==> src/rtl/fl_arb_pkg.sv <==
// rtl/fl_arb_pkg.sv - shared types, constants and round-robin pick helper for FrameLink arbiters
package fl_arb_pkg;

  localparam int FL_ARB_CNT_WIDTH = 32;
  localparam int FL_ARB_MAX_PORTS = 16;

  typedef enum logic {IDLE, LOCKED} fl_arb_state_t;

  // First set request at or above ptr, wrapping at ports-1; 0 when nothing is requested.
  function automatic int rr_pick(input logic [FL_ARB_MAX_PORTS-1:0] req,
                                 input logic [3:0] ptr,
                                 input int ports);
    int   pick;
    int   idx;
    logic found;
    pick  = 0;
    found = 1'b0;
    for (int k = 0; k < FL_ARB_MAX_PORTS; k++) begin
      idx = int'(ptr) + k;
      if (idx >= ports) idx = idx - ports;
      if ((k < ports) && !found && req[idx[3:0]]) begin
        pick  = idx;
        found = 1'b1;
      end
    end
    return pick;
  endfunction

endpackage

==> src/rtl/fl_rr_select.sv <==
// rtl/fl_rr_select.sv - combinational round-robin picker (req, ptr -> idx, valid)
module fl_rr_select
  import fl_arb_pkg::*;
#(
  parameter int PORTS     = 4,
  parameter int SEL_WIDTH = 2
) (
  input  logic [PORTS-1:0]     req,
  input  logic [SEL_WIDTH-1:0] ptr,
  output logic [SEL_WIDTH-1:0] idx,
  output logic                 valid
);

  // Search upward from ptr so the last winner's successor gets first chance.
  always_comb begin
    idx   = SEL_WIDTH'(rr_pick(FL_ARB_MAX_PORTS'(req), 4'(ptr), PORTS));
    valid = |req;
  end

endmodule

==> src/rtl/fl_frame_arbiter.sv <==
// rtl/fl_frame_arbiter.sv - whole-frame round-robin FrameLink arbiter; FL_ARB_FRAME_CNT_EN adds per-port frame counters
module fl_frame_arbiter
  import fl_arb_pkg::*;
#(
  parameter  int PORTS      = 4,
  parameter  int DATA_WIDTH = 64,
  localparam int REM_WIDTH  = $clog2(DATA_WIDTH / 8),
  localparam int SEL_WIDTH  = (PORTS > 2) ? $clog2(PORTS) : 1
) (
  input  logic                        CLK,
  input  logic                        RESET,
  input  logic                        ENABLE,
  input  logic [PORTS*DATA_WIDTH-1:0] RX_DATA,
  input  logic [PORTS*REM_WIDTH-1:0]  RX_REM,
  input  logic [PORTS-1:0]            RX_SOF_N,
  input  logic [PORTS-1:0]            RX_EOF_N,
  input  logic [PORTS-1:0]            RX_SOP_N,
  input  logic [PORTS-1:0]            RX_EOP_N,
  input  logic [PORTS-1:0]            RX_SRC_RDY_N,
  output logic [PORTS-1:0]            RX_DST_RDY_N,
  output logic [DATA_WIDTH-1:0]       TX_DATA,
  output logic [REM_WIDTH-1:0]        TX_REM,
  output logic                        TX_SOF_N,
  output logic                        TX_EOF_N,
  output logic                        TX_SOP_N,
  output logic                        TX_EOP_N,
  output logic                        TX_SRC_RDY_N,
  input  logic                        TX_DST_RDY_N,
  output logic [SEL_WIDTH-1:0]        TX_PORT,
  output logic                        BUSY
`ifdef FL_ARB_FRAME_CNT_EN
  ,
  output logic [PORTS*FL_ARB_CNT_WIDTH-1:0] FRAME_CNT,
  input  logic                              CNT_CLR
`endif
);

  fl_arb_state_t        state, state_n;
  logic [SEL_WIDTH-1:0] gnt, gnt_n;
  logic [SEL_WIDTH-1:0] ptr, ptr_n;
  logic [SEL_WIDTH-1:0] pick_idx;
  logic                 pick_valid;
  logic [PORTS-1:0]     req;
  logic                 eof_xfer;

  logic [DATA_WIDTH-1:0] data_a [PORTS];
  logic [REM_WIDTH-1:0]  rem_a  [PORTS];

  for (genvar i = 0; i < PORTS; i++) begin : g_unpack
    assign data_a[i] = RX_DATA[i*DATA_WIDTH +: DATA_WIDTH];
    assign rem_a[i]  = RX_REM[i*REM_WIDTH +: REM_WIDTH];
  end

  // Only a word carrying SOF may open a frame.
  assign req = ~RX_SRC_RDY_N & ~RX_SOF_N;

  fl_rr_select #(
    .PORTS     (PORTS),
    .SEL_WIDTH (SEL_WIDTH)
  ) u_rr_select (
    .req   (req),
    .ptr   (ptr),
    .idx   (pick_idx),
    .valid (pick_valid)
  );

  // Datapath follows the held grant with no register stage.
  always_comb begin
    TX_DATA  = data_a[gnt];
    TX_REM   = rem_a[gnt];
    TX_SOF_N = RX_SOF_N[gnt];
    TX_EOF_N = RX_EOF_N[gnt];
    TX_SOP_N = RX_SOP_N[gnt];
    TX_EOP_N = RX_EOP_N[gnt];
  end

  // Arbitrate in IDLE, pass handshakes of the granted port through in LOCKED until EOF.
  always_comb begin
    state_n      = state;
    gnt_n        = gnt;
    ptr_n        = ptr;
    TX_SRC_RDY_N = 1'b1;
    RX_DST_RDY_N = '1;
    eof_xfer     = 1'b0;
    case (state)
      IDLE: begin
        if (ENABLE && pick_valid) begin
          state_n = LOCKED;
          gnt_n   = pick_idx;
        end
      end
      LOCKED: begin
        TX_SRC_RDY_N      = RX_SRC_RDY_N[gnt];
        RX_DST_RDY_N[gnt] = TX_DST_RDY_N;
        eof_xfer          = ~RX_SRC_RDY_N[gnt] & ~TX_DST_RDY_N & ~RX_EOF_N[gnt];
        if (eof_xfer) begin
          state_n = IDLE;
          ptr_n   = (gnt == SEL_WIDTH'(PORTS - 1)) ? '0 : gnt + 1'b1;
        end
      end
      default: state_n = IDLE;
    endcase
  end

  // State, grant and rotation pointer registers; reset abandons any partial frame.
  always_ff @(posedge CLK) begin
    if (!RESET) begin
      state <= IDLE;
      gnt   <= '0;
      ptr   <= '0;
    end else begin
      state <= state_n;
      gnt   <= gnt_n;
      ptr   <= ptr_n;
    end
  end

  assign TX_PORT = gnt;
  assign BUSY    = (state == LOCKED);

`ifdef FL_ARB_FRAME_CNT_EN
  logic [FL_ARB_CNT_WIDTH-1:0] cnt [PORTS];

  // Count completed frames per port; clear takes priority over a same-cycle EOF.
  always_ff @(posedge CLK) begin
    if (!RESET || CNT_CLR) begin
      for (int i = 0; i < PORTS; i++) cnt[i] <= '0;
    end else if (eof_xfer) begin
      cnt[gnt] <= cnt[gnt] + 1'b1;
    end
  end

  for (genvar i = 0; i < PORTS; i++) begin : g_cnt_out
    assign FRAME_CNT[i*FL_ARB_CNT_WIDTH +: FL_ARB_CNT_WIDTH] = cnt[i];
  end
`endif

endmodule

==> config.mk <==
export PLATFORM = sky130hd
export DESIGN_NAME = fl_frame_arbiter
export DESIGN_NICKNAME = d
export VERILOG_FILES = /design/src/rtl/fl_arb_pkg.sv /design/src/rtl/fl_rr_select.sv /design/src/rtl/fl_frame_arbiter.sv
export SDC_FILE = /design/constraint.sdc
export NUM_CORES = 1
export LEC_CHECK = 0
export ABC_CLOCK_PERIOD_IN_PS = 3850
export CELL_PAD_IN_SITES_DETAIL_PLACEMENT = 1
export CELL_PAD_IN_SITES_GLOBAL_PLACEMENT = 2
export CORE_AREA = 3 3 144 146
export CTS_CLUSTER_SIZE = 10
export DETAILED_ROUTE_END_ITERATION = 8
export DIE_AREA = 0 0 147 149
export DONT_BUFFER_PORTS = 1
export PLACE_DENSITY = 0.44
export SYNTH_ARGS = -nofsm -noshare
export SYNTH_HDL_FRONTEND = slang
export SYNTH_SLANG_ARGS = --single-unit
export TNS_END_PERCENT = 100
==> constraint.sdc <==
create_clock -name CLK -period 3.85 [get_ports CLK]
set_input_delay 0.5775 -clock CLK [delete_from_list [all_inputs] [get_ports CLK]]
set_output_delay 0.5775 -clock CLK [all_outputs]
set_load 0.01 [all_outputs]
==> results of run 1 <==
layer usage:
metal | track usage [%] | up-vias | wire [µm]
li1 | - | 758 | -
met1 | 13.1 | 1033 | 4880
met2 | 19.2 | 164 | 7210
met3 | 4.98 | 13 | 1680
met4 | 1.26 | 8 | 67
met5 | 0 | - | 51
final timing paths:
path	start	to	slack, ns	cells after the start
max reg2reg	ptr[1]$_SDFFE_PN0P_	TX_PORT[1]$_SDFFE_PN0P_	1.48	7
min reg2reg	TX_PORT[0]$_SDFFE_PN0P_	TX_PORT[0]$_SDFFE_PN0P_	0.62	2
min	RESET	TX_PORT[1]$_SDFFE_PN0P_	0.51	2
max	TX_PORT[1]$_SDFFE_PN0P_	TX_SRC_RDY_N	1.30	2
cell type report:
type                       count  area, µm²
fill                        2252      16800
multi-input combinational    143       2140
tap                          265        332
sequential                     5        108
clock buffer                   4       78.8
timing repair buffer           2       27.5
inverter                       6       22.5
antenna                        3       7.51
metrics by stage:
| stage | util (%) | instances |
|---|---|---|
| after floorplan | - | 173 |
| final | 13.9 | 428 |
| after global placement | 13.5 | 421 |
| after global routing | 13.9 | 426 |
| after detailed placement | 13.5 | 421 |
| after CTS | 13.9 | 425 |
kinds of logic after synthesis:
group	share of synthesized area (%)
DFF	4.24
and+or+nand+nor	8.22
muxes	71.9
adders and majority gates	3.18
buffers and inverters	4.99
AOI/OAI and AO/OA	7.43
flip-flops by register name, indices dropped and copies added, names as in the netlist:
register / flops
TX_PORT: 2
ptr: 2
BUSY: 1
synthesized netlist by cell type (4+ instances only):
| cell type | count |
|---|---|
| nor2_1 | 12 |
| or2_1 | 4 |
| nor3_1 | 5 |
| mux4_2 | 74 |
| clkbuf_1 | 9 |
| inv_1 | 4 |
| a21oi_1 | 7 |
| ha_1 | 6 |
| nand2_1 | 6 |
| dfxtp_1 | 5 |
| nand2b_1 | 4 |
| buf_4 | 6 |
report_power, final:
group / switching, W / total, W / leakage [nW] / internal [W]
clock network: 0.0000348 / 0.000172 / 0.0382 / 0.000137
registers: 0.0000281 / 0.0000827 / 0.0423 / 0.0000546
logic: 0.000158 / 0.000312 / 0.564 / 0.000154
placed cells by master, fill, tap and decap left out, types with 2 or more instances in the layout:
master      n
mux4_2     74
nor2_1     12
a21oi_1     7
nand2_1     6
ha_1        6
nor3_1      5
or2_1       4
nand2b_1    4
inv_1       4
diode_2     3
dfxtp_1     3
a211oi_1    3
mux2i_1     3
clkbuf_16   3
dfxtp_4     2
a31oi_1     2
nand3_1     2
inv_2       2
==> metrics.yaml, run 1 <==
status: "completed"
cts_tree: "yes"
initialDrtViolationCount: 79
clock_skew_ns: 0.00249
synth_flop_cell: "dfxtp_1"
critPathSlowestCell: "dfxtp_4"
total_power_w: 0.000567
root_buffer: "clkbuf_16"
grt_pass1_wl_mm: 17.7
crit_buf_inv: 0
grt_pass1_vias: 2076
finalHoldViolCount: 0
final_max_slew_viol_count: 0
core_area_um2: 19500
ys_warn_count: 0
setup_viol_count_final: 0
p_leak_nw: 0.644
required_ns: 3.27
die_width_um: 147
avgSynthCellArea_um2: 13.6
place_area_um2: 2630
synthCells: 173
synth_top_cell_area_share_pct: 70.7
crit_type: "reg -> out"
cts_setup_buffers: 0
rows: 51
fin_crit_sh_pct: 66.1
max_stage_delay_ns: 1.00
maxSlewHeadroom_pct: 31.4
yosysTopAreaCell: "mux4_2"
cts_sinks: 5
layout-drive-gt1-share_pct: 53.8
ys_ff_latch: 5
async_flop_share_pct: 0
final_area_um2: 2720
gp_congestion: 0.785
syn_nets: 471
cts_buffers: 3
layout_min_cycle_time_ns: 2.55
antenna_found_initial: 9
wl_mm: 13.9
ant_nets: 0
clk_path_buf_depth: 2
ctsResizeCount: 0
cap_violations: 0
ys_seq_area_share_pct: 4.24
path_cells: "mux4_2 -> nand2b_1"
clk_latency_ns: 0.23
area_growth_pct: 15.2
path_max_fanout: 77
layout.nets: 459
drtPass1Iterations: 4
vdd_ir_drop_max_uv: 112
tns_ns: 0
die_h_um: 149
tightest_slew_ns: 1.03
hold_buffers: 0
rsz0062_at_grt: "no"
critPathLaunchType: "flop"
cp.arrival_ns: 1.97
yosys-top-cells-area: "mux4_2 71%, dfxtp_1 4.2%, ha_1 3.2%, buf_4 1.9%, nor2_1 1.9%"
grt_max_degree: 78
post-route-drc-count: 0
whs_ns: 0.509
start_util_pct: 12.1
ys_types: 34
synth_area_um2: 2360
post-place-ws_ns: 1.49
crit_family: "flip-flops"
io_pins: 371
overflow: 0
via_per_inst: 4.62
dp_hpwl_mm: 12.3
crit_path_end_kind: "output port"
synth_edf_count: 0
dieArea_um2: 21900
hp-class: "in -> reg"
fmax_mhz: 393
clkTransAtPathRegs_ns: 0.03
port_buffers: 0
grt_usage_pct: 11.1
power_density_nw_per_um2: 209
htreeDepth: 1
vias: 1976
routedWlPerCell_um: 32.4
fin_ws_ns: 1.30
Power figures use the tool's default switching activity.
==> inputs of run 2 (changes only) <==
--- a/config.mk
+++ b/config.mk
@@ -5,15 +5,15 @@
 export SDC_FILE = /design/constraint.sdc
 export NUM_CORES = 1
 export LEC_CHECK = 0
-export ABC_CLOCK_PERIOD_IN_PS = 3850
+export ABC_CLOCK_PERIOD_IN_PS = 2110
 export CELL_PAD_IN_SITES_DETAIL_PLACEMENT = 1
 export CELL_PAD_IN_SITES_GLOBAL_PLACEMENT = 2
-export CORE_AREA = 3 3 144 146
+export CORE_AREA = 3 3 142 144
 export CTS_CLUSTER_SIZE = 10
 export DETAILED_ROUTE_END_ITERATION = 8
-export DIE_AREA = 0 0 147 149
+export DIE_AREA = 0 0 145 147
 export DONT_BUFFER_PORTS = 1
-export PLACE_DENSITY = 0.44
+export PLACE_DENSITY = 0.46
 export SYNTH_ARGS = -nofsm -noshare
 export SYNTH_HDL_FRONTEND = slang
 export SYNTH_SLANG_ARGS = --single-unit
==> constraint.sdc (replaced) <==
create_clock -name CLK -period 2.11 [get_ports CLK]
set_input_delay 0.3165 -clock CLK [delete_from_list [all_inputs] [get_ports CLK]]
set_output_delay 0.3165 -clock CLK [all_outputs]
set_load 0.01 [all_outputs]
==> metrics.yaml, run 2 (same netlist as run 1, synthesis figures left out) <==
status: "completed"
hp-start: "RESET"
drtPass1Iterations: 4  # unchanged
cts_sinks: 5  # unchanged
layout-drive-gt1-share_pct: 55.7  # +1.9 points
nFillCells: 2152  # -4.4%
max_stage_delay_ns: 0.48  # -0.52 ns
routedWlPerCell_um: 33.7  # +3.8%
htreeDepth: 1  # unchanged
cp.arrival_ns: 2.12  # +0.15 ns
dieArea_um2: 21300  # -2.7%
fin_ws_ns: 0.144  # -1.16 ns
ant_nets: 0  # unchanged
finalHoldViolCount: 0  # unchanged
grt_max_degree: 43  # -45%
gp_congestion: 0.904  # +15%
path_cells: "inv_2 -> ha_1 -> mux4_2 -> nand2b_4 -> o311ai_2 -> o2111ai_1 -> o21ai_1"
required_ns: 2.26  # -1.01 ns
cap_violations: 0  # unchanged
crit_path_start: "ptr[0]$_SDFFE_PN0P_"
gr-usage-met2_pct: 21.1  # +1.8 points
hp-class: "in -> reg"
port_buffers: 0  # unchanged
grt_util_met3_pct: 5.00  # +0.014 points
root_buffer: "clkbuf_16"
maxSlewHeadroom_pct: 64.3  # +33 points
post-route-drc-count: 0  # unchanged
antenna_found_initial: 6  # -3
layout.nets: 466  # +1.5%
grt_usage_pct: 12.1  # +1.0 points
fin_crit_sh_pct: 93.2
tns_ns: 0  # unchanged
rows: 50  # -2.0%
die_h_um: 147  # -1.3%
grt_pass1_vias: 2200  # +6.0%
die_width_um: 145  # -1.4%
rsz0062_at_grt: "no"
ctsResizeCount: 0  # unchanged
io_pins: 371  # unchanged
clk_latency_ns: 0.23  # about the same
vdd_ir_drop_max_uv: 206  # +84%
fmax_mhz: 509
crit_family: "adder cells"
core_area_um2: 18800  # -3.6%
power_density_nw_per_um2: 378  # +81%
wl_mm: 14.4  # +4.1%
gr-usage-met1_pct: 14.3  # +1.2 points
clkTransAtPathRegs_ns: 0.03  # about the same
path_max_fanout: 11  # -86%
final_cell_mix: "74 x mux4_2, 12 x nor2_1, 7 x a21oi_1, 7 x buf_4"
vias: 2108  # +6.7%
crit_path_end_kind: "flop"
crit_type: "reg -> reg"
area_growth_pct: 17.6
layout_min_cycle_time_ns: 1.97
setup_viol_count_final: 0  # unchanged
crit_buf_inv: 1  # +1
overflow: 0  # unchanged
final_max_slew_viol_count: 0  # unchanged
critPathLaunchType: "flop"
tightest_slew_ns: 0.535  # -0.493 ns
hold_buffers: 0  # unchanged
start_util_pct: 12.5  # +0.45 points
final_common_cell: "mux4_2"
grt_pass1_wl_mm: 19.1  # +8.2%
via_per_inst: 4.91  # +6.4%
dp_hpwl_mm: 13.0  # +5.2%
clock_skew_ns: 0.000698  # -0.00179 ns
initialDrtViolationCount: 126  # +59%
p_leak_nw: 0.683  # +6.1%
r2r-start: "ptr[0]$_SDFFE_PN0P_"
post-place-ws_ns: 0.173  # -1.31 ns
cts_setup_buffers: 0  # unchanged
busiest_layer: "met2"
critPathSlowestCell: "ha_1"
cts_tree: "yes"
cts_buffers: 3  # unchanged
clk_path_buf_depth: 2  # unchanged
## run 2: changes by cell type in the layout (fill, tap and decap cells not counted)
cell and delta:
buf_4 +6, buf_12 +1, diode_2 -1
## run 2: layout make-up
class | count | area [µm²] | share of cell area, %
repair buffers | 9 | 92.6 | 3.34
diodes | 2 | 5.00 | 0.181
well taps | 260 | 325 | 11.7
clock buffers | 4 | 78.8 | 2.84
inverters | 6 | 22.5 | 0.812
multi-input cells | 143 | 2140 | 77.2
flip-flops and latches | 5 | 108 | 3.88
## run 2: worst register-to-register path, stage by stage, from the launching register on
cell	delay, ns
dfxtp_1	0.33
inv_2	0.07
ha_1	0.48
mux4_2	0.39
nand2b_4	0.17
o311ai_2	0.22
o2111ai_1	0.15
o21ai_1	0.09
## run 2: metrics by stage
stage | power [W] | util (%) | instances | hold WS, ns | cell area, µm²
5_1_grt | 0.00110 | 14.7 | 429 | 0.265 | 2770
2_1_floorplan | 0.000615 | - | 173 | 0.471 | 2360
4_1_cts | 0.00107 | 14.7 | 427 | 0.248 | 2770
3_5_place_dp | 0.000743 | 14.3 | 423 | 0.484 | 2690
6_report | 0.00105 | 14.7 | 429 | 0.249 | 2770
3_3_place_gp | 0.000745 | 14.3 | 423 | 0.491 | 2690
## run 2: final timing paths
kind                                           endpoint  slack, ns  cells past startpoint
worst min register to register          BUSY$_SDFF_PN0_       0.64                      2
worst min-delay path            TX_PORT[1]$_SDFFE_PN0P_       0.25                      2
worst max register to register  TX_PORT[1]$_SDFFE_PN0P_       0.14                      7
worst max-delay path            TX_PORT[1]$_SDFFE_PN0P_       0.14                      7
## run 2: power breakdown
group,switching (W),internal [W]
Sequential,0.0000116,0.0000997
Clock,0.0000611,0.000250
Combinational,0.000335,0.000291
Total,0.000407,0.000641
## run 2: metal layers
layer / vias to the layer above / share of wire, %
met5: - / 0.28
met4: 6 / 0.94
met3: 16 / 11
met2: 202 / 52
met1: 1113 / 36
li1: 771 / -
